**src/rtl/fat_pkg.sv**
```systemverilog
// Shared types and FAT32 constants for the FAT update sequencer.
// Mirrored FAT2 write is enabled by defining FAT_MIRROR_EN.
package fat_pkg;

  typedef enum logic [2:0] {
    S_IDLE,
    S_REQ,
    S_STREAM,
    S_WAIT_DONE,
    S_NEXT,
    S_DONE,
    S_ERROR
  } fat_state_t;

  localparam logic [31:0] FAT_EOC        = 32'h0FFF_FFFF;
  localparam logic [31:0] FAT_MEDIA      = 32'h0FFF_FFF8;
  localparam logic [31:0] FAT_ENTRY_MASK = 32'h0FFF_FFFF;

  localparam int ENTRIES_PER_SECTOR = 128;
  localparam int BYTES_PER_SECTOR   = 512;

  function automatic logic [7:0] entry_byte(
    input logic [31:0] e,
    input logic [1:0]  lane
  );
    return e[{lane, 3'b000} +: 8];
  endfunction

endpackage

```
**src/rtl/fat_entry_gen.sv**
```systemverilog
// Combinational FAT32 entry value for cluster base + idx.
// Chain geometry only; no state.
module fat_entry_gen
  import fat_pkg::*;
#(
  parameter int unsigned FIRST_FILE_CLUST = 4
) (
  input  logic [31:0] base,
  input  logic [6:0]  idx,
  input  logic [31:0] eof,
  output logic [31:0] entry
);

  logic [31:0] c;

  assign c = base + {25'd0, idx};

  always_comb begin
    entry = '0;
    if (c == 32'd0)
      entry = FAT_MEDIA;
    else if (c < 32'(FIRST_FILE_CLUST))
      entry = FAT_EOC;
    else if (c < eof)
      entry = (c + 32'd1) & FAT_ENTRY_MASK;
    else if (c == eof)
      entry = FAT_EOC;
  end

endmodule

```
**src/rtl/fat_update_sequencer.sv**
```systemverilog
// Streams one FAT32 sector to the SD writer at FAT1 (and FAT2 when
// FAT_MIRROR_EN is defined); all outputs registered.
module fat_update_sequencer
  import fat_pkg::*;
#(
  parameter int unsigned FIRST_FILE_CLUST = 4
) (
  input  logic        CLK,
  input  logic        RST,
  input  logic        START,
  input  logic [31:0] FIRST_CLUST_TO_UPDATE_FAT,
  input  logic [31:0] CLUST_NUM_EOF,
  input  logic [31:0] ADDR_TO_UPDATE_FAT1,
  input  logic [31:0] ADDR_TO_UPDATE_FAT2,
  output logic        WR_REQ,
  output logic [31:0] WR_ADDR,
  input  logic        WR_ACK,
  output logic [7:0]  DATA_OUT,
  output logic        DATA_VALID,
  input  logic        DATA_READY,
  input  logic        WR_DONE,
  input  logic        WR_ERR,
  output logic        BUSY,
  output logic        COMPLT,
  output logic        ERR
);

  localparam logic [8:0] LAST_BYTE = 9'(BYTES_PER_SECTOR - 1);

  fat_state_t  state;
  logic        copy;
  logic [8:0]  k;
  logic [8:0]  sel;
  logic [31:0] base_q;
  logic [31:0] eof_q;
  logic [31:0] addr2_q;
  logic [31:0] entry;

  // Byte about to be registered: next counter in STREAM, byte 0 on WR_ACK.
  assign sel = (state == S_STREAM) ? k + 9'd1 : 9'd0;

  fat_entry_gen #(
    .FIRST_FILE_CLUST(FIRST_FILE_CLUST)
  ) u_gen (
    .base (base_q),
    .idx  (sel[8:2]),
    .eof  (eof_q),
    .entry(entry)
  );

`ifndef FAT_MIRROR_EN
  logic unused_cfg;
  assign unused_cfg = ^{addr2_q, copy};
`endif

  always_ff @(posedge CLK) begin
    if (RST) begin
      state      <= S_IDLE;
      copy       <= 1'b0;
      k          <= '0;
      base_q     <= '0;
      eof_q      <= '0;
      addr2_q    <= '0;
      WR_REQ     <= 1'b0;
      WR_ADDR    <= '0;
      DATA_OUT   <= '0;
      DATA_VALID <= 1'b0;
      BUSY       <= 1'b0;
      COMPLT     <= 1'b0;
      ERR        <= 1'b0;
    end else if (WR_ERR) begin
      state      <= S_ERROR;
      WR_REQ     <= 1'b0;
      DATA_VALID <= 1'b0;
      BUSY       <= 1'b0;
      COMPLT     <= 1'b0;
      ERR        <= 1'b1;
    end else begin
      unique case (state)
        S_IDLE, S_DONE, S_ERROR: begin
          if (START) begin
            base_q  <= FIRST_CLUST_TO_UPDATE_FAT - 32'd1;
            eof_q   <= CLUST_NUM_EOF;
            addr2_q <= ADDR_TO_UPDATE_FAT2;
            WR_ADDR <= ADDR_TO_UPDATE_FAT1;
            copy    <= 1'b0;
            COMPLT  <= 1'b0;
            ERR     <= 1'b0;
            WR_REQ  <= 1'b1;
            BUSY    <= 1'b1;
            state   <= S_REQ;
          end
        end
        S_REQ: begin
          if (WR_ACK) begin
            WR_REQ     <= 1'b0;
            k          <= '0;
            DATA_OUT   <= entry_byte(entry, sel[1:0]);
            DATA_VALID <= 1'b1;
            state      <= S_STREAM;
          end
        end
        S_STREAM: begin
          if (DATA_VALID && DATA_READY) begin
            if (k == LAST_BYTE) begin
              DATA_VALID <= 1'b0;
              state      <= S_WAIT_DONE;
            end else begin
              k        <= k + 9'd1;
              DATA_OUT <= entry_byte(entry, sel[1:0]);
            end
          end
        end
        S_WAIT_DONE: begin
          if (WR_DONE)
            state <= S_NEXT;
        end
        S_NEXT: begin
`ifdef FAT_MIRROR_EN
          if (!copy) begin
            copy    <= 1'b1;
            WR_ADDR <= addr2_q;
            WR_REQ  <= 1'b1;
            state   <= S_REQ;
          end else begin
            BUSY   <= 1'b0;
            COMPLT <= 1'b1;
            state  <= S_DONE;
          end
`else
          BUSY   <= 1'b0;
          COMPLT <= 1'b1;
          state  <= S_DONE;
`endif
        end
        default: state <= S_IDLE;
      endcase
    end
  end

endmodule

```
**config.mk**
```make
export PLATFORM = sky130hd
export DESIGN_NAME = fat_update_sequencer
export DESIGN_NICKNAME = d
export VERILOG_FILES = /design/src/rtl/fat_pkg.sv /design/src/rtl/fat_entry_gen.sv /design/src/rtl/fat_update_sequencer.sv
export SDC_FILE = /design/constraint.sdc
export NUM_CORES = 1
export LEC_CHECK = 0
export CAP_MARGIN = 20
export CORE_MARGIN = 5
export CORE_UTILIZATION = 53
export CTS_BUF_LIST = sky130_fd_sc_hd__clkbuf_8
export CTS_CLUSTER_SIZE = 12
export DETAILED_ROUTE_END_ITERATION = 6
export PLACE_DENSITY_LB_ADDON = 0.3
export SYNTH_ARGS = -nofsm -noshare
export SYNTH_HDL_FRONTEND = slang
export SYNTH_SLANG_ARGS = --single-unit
```
**constraint.sdc**
```tcl
create_clock -name CLK -period 5.9 [get_ports CLK]
set_input_delay 1.18 -clock CLK [delete_from_list [all_inputs] [get_ports CLK]]
set_output_delay 1.18 -clock CLK [all_outputs]
set_load 0.01 [all_outputs]
```
==> metrics.md, run 1 <==
| Metric | Value |
|---|---|
| Startpoint Class | flop |
| Input/output buffers | 147 |
| Mapped Area | 0.008112 mm2 |
| Sequential fraction of design power | 0.425 |
| R2R cell count | 19 |
| Worst Hold Path EP | WR_ADDR[11] |
| HP Class | flop to flop |
| Cell depth of the worst hold path | 2 |
| Largest net degree at the start of global routing | 99 |
| Static Leak | 3.557 nW |
| Diode count | 0 |
| Pint | 1.481 mW |
| Worst Path Max Fanout | 11 |
| Synth unique cells | 70 |
| Crit path capture type | flop |
| Most frequent cells in the layout | nand2_1 (200), clkdlybuf4s50_1 (146), dfxtp_1 (121) |
| Syn nets | 1269 |
| GR Util met3 | 0.04721 |
| Storage element area | 0.002422 mm2 |
| TritonCTS Sinks | 121 |
| Seq cells post-synth | 121 |
| R2R setup slack | 0.33 ns |
| Number of max-cap violations | 0 |
| Root Buffer | clkbuf_8 |
| First-pass GRT wire length | 36110 um |
| Worst EP required | 6.23 ns |
| Area leader, netlist | dfxtp_1 |
| Worst slew pin tran | 0.9543 ns |
| Slew margin rel. | 0.3579 |
| CP most frequent cell | ha_1 |
| Start of the worst register-to-register path | k[0] |
| Layout cells sized above 1 | 0.05583 |
| Num rows | 45 |
| GR Util met1 | 0.3017 |
| Tot GR Track Use | 0.2431 |
| RSZ-0062 raised after global routing | false |
| Die width | 133.7 um |
| Die area | 0.01788 mm2 |
| Clk_skew | 0.007039 ns |
| FFs w/ async S/R, synth | 0 |
| Synth Instances | 1092 |
| Vias in the first global route | 7537 |
| Switching component of the power | 648.6 uW |
| Area grow syn2layout | 24.25% |
| Post-synth top area share | 0.2986 |
| CTS tree | yes |
| Hold Violations, Final | 0 |
| Vias/cell | 5.752 |
| Final core occ | 0.6679 |
| Longest Clk Path Bufs | 2 |
| RePlAce Congestion | 0.9561 |
| Initial antenna violation count | 0 |
| Top cells by area, synth | dfxtp_1 (30%), nand2_1 (9.3%), a21oi_1 (6.8%) |
| Worst EP arrival | 5.91 ns |
| DRC violation count after routing | 0 |
| Reg-to-Reg End | DATA_OUT[6] |
| GRT busiest layer | met2 |
| H-tree Lvls | 4 |
| CTS buffer count | 17 |
| Worst VDD drop | 203.5 uV |
| Critical path type | flop to flop |
| Initial core utilization | 0.5376 |
| WL final | 21880 um |
| Multi-input logic area | 0.005256 mm2 |
| Switching share of power | 0.3046 |
| Die Y | 133.7 um |
| DR iter-0 viols | 516 |
| Slowest-stage cell, CP | ha_1 |
| Post-CTS setup buffer count | 0 |
| Tcrit/Tclk final | 0.9444 |
| Main synth FF type | dfxtp_1 |
| GR Overflow Total | 0 |
| Later-pin clock latency in the skew report | 0.45 ns |
| Seq/Total Area, Yosys | 0.2986 |
| Clock power share | 0.348 |
| ANT nets after route | 0 |
| Most common cell after layout, fill and taps aside | nand2_1 |
| Slew Limit Fails | 0 |
| Post-synth EDFFs | 0 |
| I/O pin total | 180 |
| Detailed-placement wirelength estimate | 16350 um |
| WL/cell | 15.56 um |
| Yosys warning count | 0 |
| Combinational share of power | 0.227 |
| Reg clk slew, reported paths | 0.07 ns |
| Fmax | 0.1795 GHz |
| CP top delay family | simple AND/OR/NAND/NOR gates |
| Syn avg cell area | 7.428 um2 |
| Final setup TNS | 0 ns |
| Minimum clock period | 5.572 ns |
| Power Density | 211.3 mW/mm2 |
| GR met2 Demand/Resource | 0.4107 |
| DRT Pass-1 Iters | 5 |
| Max incr delay on CP | 0.51 ns |
| Fillers | 1366 |
| Worst Path Buf+Inv | 0 |
| Hold Path Origin | WR_ADDR[11] |
| Final setup viols | 0 |
| Status | completed |
| Cell Chain, Critical Path | ha_1 -> and3_1 -> and3_1 -> ha_1 -> and3_1 -> ha_1 -> or2_2 -> nand3_1 -> nor3_1 -> xor2_1 -> ha_1 -> and4_1 -> nand2_1 -> o31ai_1 -> a2111oi_0 -> o2111a_1 -> o41a_1 -> a2bb2oi_1 -> o21ai_0 |
| Core box area | 0.01509 mm2 |
| Via Count | 8088 |
| Final nets | 1382 |
[cells by family (layout without fill, tap and decap cells)]
family	count (synthesis)	after routing	share of synthesized area
DFF	121	121	0.2986
xor gates and xnor gates	89	89	0.09610
AOI/OAI and AO/OA	268	268	0.2115
adders and majority gates	42	42	0.06571
muxes	4	4	0.005090
and+or+nand+nor	450	450	0.2669
buffers and inverters	118	244	0.05614
[stage by stage]
step | total power, mW | hold slack (ns) | instances | worst slack, ns | instance area (um2)
CTS | 2.143 | 0.4561 | 1406 | 0.4063 | 10060
floorplan | 1.206 | 0.4363 | 1092 | 0.9183 | 8112
global placement | 1.385 | 0.4406 | 1374 | 0.5274 | 9671
finish | 2.129 | 0.4536 | 1406 | 0.3279 | 10080
global route | 2.242 | 0.4681 | 1406 | 0.01525 | 10080
detailed placement | 1.399 | 0.4465 | 1374 | 0.4246 | 9671
[flip-flops by register name, summed over array words and instances (netlist names), 3 cells and up]
| signal | cells |
|---|---|
| eof_q | 32 |
| k | 9 |
| state | 3 |
| base_q | 32 |
| WR_ADDR | 32 |
| DATA_OUT | 8 |
[synthesized netlist by cell type, drive strengths merged (3+ instances only)]
library cell,instances
a2111oi,5
a211o,3
a211oi,34
a21boi,3
a21o,8
a21oi,111
a2bb2oi,3
a311oi,8
a31oi,10
and2,9
and3,18
and4,6
buf,13
clkbuf,52
dfxtp,121
ha,41
inv,51
mux2i,3
nand2,201
nand2b,3
nand3,33
nand3b,3
nand4,19
nor2,79
nor2b,7
nor3,16
nor3b,6
nor4,16
nor4b,3
o2111ai,9
o211ai,12
o21a,4
o21ai,36
o21bai,4
o31ai,3
or2,5
or3,12
or4,10
xnor2,57
xor2,32
[worst register-to-register path: cells and delay by family (launching register included)]
kind | cells | cell delay, ns
and+or+nand+nor | 8 | 1.78
AOI/OAI and AO/OA | 6 | 1.54
adders and majority gates | 4 | 1.28
DFF | 1 | 0.45
xor gates and xnor gates | 1 | 0.41
[worst max-delay path by stage]
stage | startpoint | to | depth (start not counted) | slack, ns
detailed placement | k[0] | DATA_OUT[5] | 19 | 0.42
floorplan | k[0] | DATA_OUT[3] | 22 | 0.92
finish | k[0] | DATA_OUT[6] | 19 | 0.33
CTS | k[0] | DATA_OUT[5] | 19 | 0.41
global route | k[0] | DATA_OUT[4] | 18 | 0.02
global placement | k[0] | DATA_OUT[5] | 21 | 0.53
[per-layer routing]
| layer | routed length [um] | part of all wire | vias up |
|---|---|---|---|
| met3 | 1160 | 0.053 | 41 |
| met4 | 544 | 0.025 | 0 |
| met5 | 0 | 0 | - |
| met2 | 10710 | 0.49 | 221 |
| li1 | - | - | 4077 |
| met1 | 9465 | 0.43 | 3749 |
[layout make-up]
class,count,area share
Timing Repair Buffer,159,0.1559
Tap cell,188,0.02334
Multi-Input combinational cell,853,0.5215
Clock inverter,13,0.01304
Sequential cell,121,0.2403
Inverter,53,0.01986
Clock buffer,19,0.02595
[power by group through the flow]
stage          clock [mW]  combinational [mW]  sequential [mW]
4_1_cts             0.760               0.479            0.904
3_3_place_gp            0               0.465            0.920
2_1_floorplan           0               0.300            0.905
3_5_place_dp            0               0.476            0.923
6_report            0.742               0.483            0.905
5_1_grt             0.796               0.534            0.912
[timing repair]
item | in CTS | in global routing
setup endpoints to repair | 0 | 3
hold buffers | 0 | 0
resized for setup | 0 | 2
endpoints found under the hold margin | 0 | 0
Power figures use the tool's default switching activity.
==> inputs of run 2 (changes only) <==
GPL_ROUTABILITY_DRIVEN = 0   (was unset)
GPL_TIMING_DRIVEN = 0   (was unset)
==> metrics.md, run 2 (synthesis gave the netlist of run 1 again) <==
| Metric | Value |
|---|---|
| Biggest regs | WR_ADDR: 32 flops, base_q: 32 flops, eof_q: 32 flops (unchanged) |
| H-tree Lvls | 4 (unchanged) |
| Worst EP required | 6.25 ns (was 6.23 ns) |
| Tcrit/Tclk final | 0.9588 (was 0.9444) |
| CTS buffer count | 17 (unchanged) |
| Crit path capture type | flop (unchanged) |
| R2R setup slack | 0.24 ns (was 0.33 ns) |
| Start of the worst register-to-register path | k[0] (unchanged) |
| Vias/cell | 5.780 (was 5.752) |
| Root Buffer | clkbuf_8 (unchanged) |
| Final nets | 1433 (was 1382) |
| Die Y | 133.7 um (unchanged) |
| Number of max-cap violations | 0 (unchanged) |
| Initial core utilization | 0.5376 (unchanged) |
| ANT nets after route | 0 (unchanged) |
| Clk_skew | 0.01478 ns (was 0.007039 ns) |
| Die width | 133.7 um (unchanged) |
| Hold WS | 0.4538 ns (was 0.4536 ns) |
| Slew margin rel. | 0.3415 (was 0.3579) |
| CTS hold repair buffers | 0 (unchanged) |
| Slew Limit Fails | 0 (unchanged) |
| DR iter-0 viols | 558 (was 516) |
| Die area | 0.01788 mm2 (unchanged) |
| Worst EP arrival | 6.01 ns (was 5.91 ns) |
| Reg-to-Reg End | DATA_OUT[3] (was DATA_OUT[6]) |
| Worst Path Max Fanout | 10 (was 11) |
| Worst slew pin tran | 0.9788 ns (was 0.9543 ns) |
| Most common cell after layout, fill and taps aside | nand2_1 (unchanged) |
| Area grow syn2layout | 26.38% (was 24.25%) |
| Most frequent cells in the layout | nand2_1 (200), clkdlybuf4s50_1 (145), dfxtp_1 (119) (was nand2_1 (200), clkdlybuf4s50_1 (146), dfxtp_1 (121)) |
| Worst VDD drop | 233.5 uV (was 203.5 uV) |
| Initial antenna violation count | 0 (unchanged) |
| Minimum clock period | 5.657 ns (was 5.572 ns) |
| Startpoint Class | flop (unchanged) |
| Status | completed (unchanged) |
| Layout cells sized above 1 | 0.05989 (was 0.05583) |
| Critical path type | flop to flop (unchanged) |
| Core box area | 0.01509 mm2 (unchanged) |
| Input/output buffers | 145 (was 147) |
| Cell depth of the worst hold path | 2 (unchanged) |
| Hold Violations, Final | 0 (unchanged) |
| CTS tree | yes (unchanged) |
| WL final | 23460 um (was 21880 um) |
| Hold Path Origin | WR_ADDR[24] (was WR_ADDR[11]) |
| GR Overflow Total | 0 (unchanged) |
| Diode count | 0 (unchanged) |
| I/O pin total | 180 (unchanged) |
| Fin worst setup slack | 0.2433 ns (was 0.3279 ns) |
| Num rows | 45 (unchanged) |
| RSZ-0062 raised after global routing | false (unchanged) |
| WL/cell | 16.10 um (was 15.56 um) |
| Fmax | 0.1768 GHz (was 0.1795 GHz) |
| Detailed-placement wirelength estimate | 17880 um (was 16350 um) |
| First-pass GRT wire length | 38060 um (was 36110 um) |
| Total power | 2.154 mW (was 2.129 mW) |
| HP Class | flop to flop (unchanged) |
| R2R cell count | 22 (was 19) |
| Largest net degree at the start of global routing | 17 (was 99) |
| Tot GR Track Use | 0.2594 (was 0.2431) |
| Later-pin clock latency in the skew report | 0.46 ns (was 0.45 ns) |
| Pre-CTS WS | -0.4927 ns (was 0.4246 ns) |
| Post-DP Area | 0.009798 mm2 (was 0.009671 mm2) |
| TritonCTS Sinks | 121 (unchanged) |
| Final instance area | 0.01025 mm2 (was 0.01008 mm2) |
| Final setup viols | 0 (unchanged) |
| Via Count | 8422 (was 8088) |
| Worst Hold Path EP | WR_ADDR[24] (was WR_ADDR[11]) |
| DRC violation count after routing | 0 (unchanged) |
| Reg clk slew, reported paths | 0.07 ns (about the same) |
| DRT Pass-1 Iters | 5 (unchanged) |
| Longest Clk Path Bufs | 2 (unchanged) |
| Static Leak | 3.604 nW (was 3.557 nW) |
| Vias in the first global route | 7832 (was 7537) |
| Power Density | 210.1 mW/mm2 (was 211.3 mW/mm2) |
| Final core occ | 0.6794 (was 0.6679) |
run 2: worst max-delay path, stage by stage (launching register included):
cell and delay (ns):
dfxtp_2 0.36, ha_1 0.23, and3_1 0.21, and3_1 0.18, ha_1 0.26, and3_1 0.21, ha_1 0.31, buf_2 0.20
a21oi_2 0.36, nand2_1 0.28, o211ai_1 0.21, nor2_1 0.09, xnor2_1 0.37, inv_1 0.16, ha_1 0.32, a21oi_1 0.18
nor3b_1 0.07, o21a_1 0.17, a211oi_1 0.32, o2111a_1 0.29, a21o_2 0.21, o2111ai_1 0.21, a311oi_1 0.32
run 2: routing by layer:
metal,vias to the layer above,global-route usage,part of all wire
met4,0,0.09314,0.026
met2,352,0.4377,0.47
met5,-,0,0
li1,4183,-,-
met1,3833,0.3187,0.42
met3,54,0.06835,0.085
run 2: per-stage QoR:
stage	instances	setup TNS (ns)
5_1_grt	1457	0
2_1_floorplan	1092	0
3_3_place_gp	1425	-1.347
3_5_place_dp	1425	-2.630
4_1_cts	1457	0
6_report	1457	0
run 2: worst max-delay path by stage:
| stage | start | to | slack [ns] | depth (start not counted) |
|---|---|---|---|---|
| after floorplan | k[0] | DATA_OUT[3] | 0.92 | 22 |
| after global routing | k[0] | DATA_OUT[3] | 0.02 | 22 |
| after CTS | k[0] | DATA_OUT[3] | 0.02 | 23 |
| after global placement | state[0] | DATA_OUT[3] | -0.30 | 23 |
| final | k[0] | DATA_OUT[3] | 0.24 | 22 |
| after detailed placement | state[0] | DATA_OUT[3] | -0.49 | 23 |
run 2: cell type report:
class	count	area, um2
tap	188	235.2
sequential	121	2425
clock inverter	13	127.6
inverter	53	201.4
buffer	64	254.0
multi-input combinational	853	5288
fill	1301	4838
timing repair buffer	146	1459
clock buffer	19	261.5
run 2: timing repair:
| item | CTS | global route |
|---|---|---|
| buffers inserted | 0 | 1 |
| cloned | 0 | 0 |
| gates resized for setup | 8 | 9 |
| setup endpoints to repair | 8 | 8 |
| hold endpoints to repair | 0 | 0 |
| pin swaps | 0 | 1 |
run 2: report_power, final:
group          total [mW]  leakage, nW  switching (mW)  internal, mW
Clock               0.750        0.201           0.356         0.393
Sequential          0.890        0.986          0.0314         0.859
Combinational       0.514         2.42           0.283         0.231
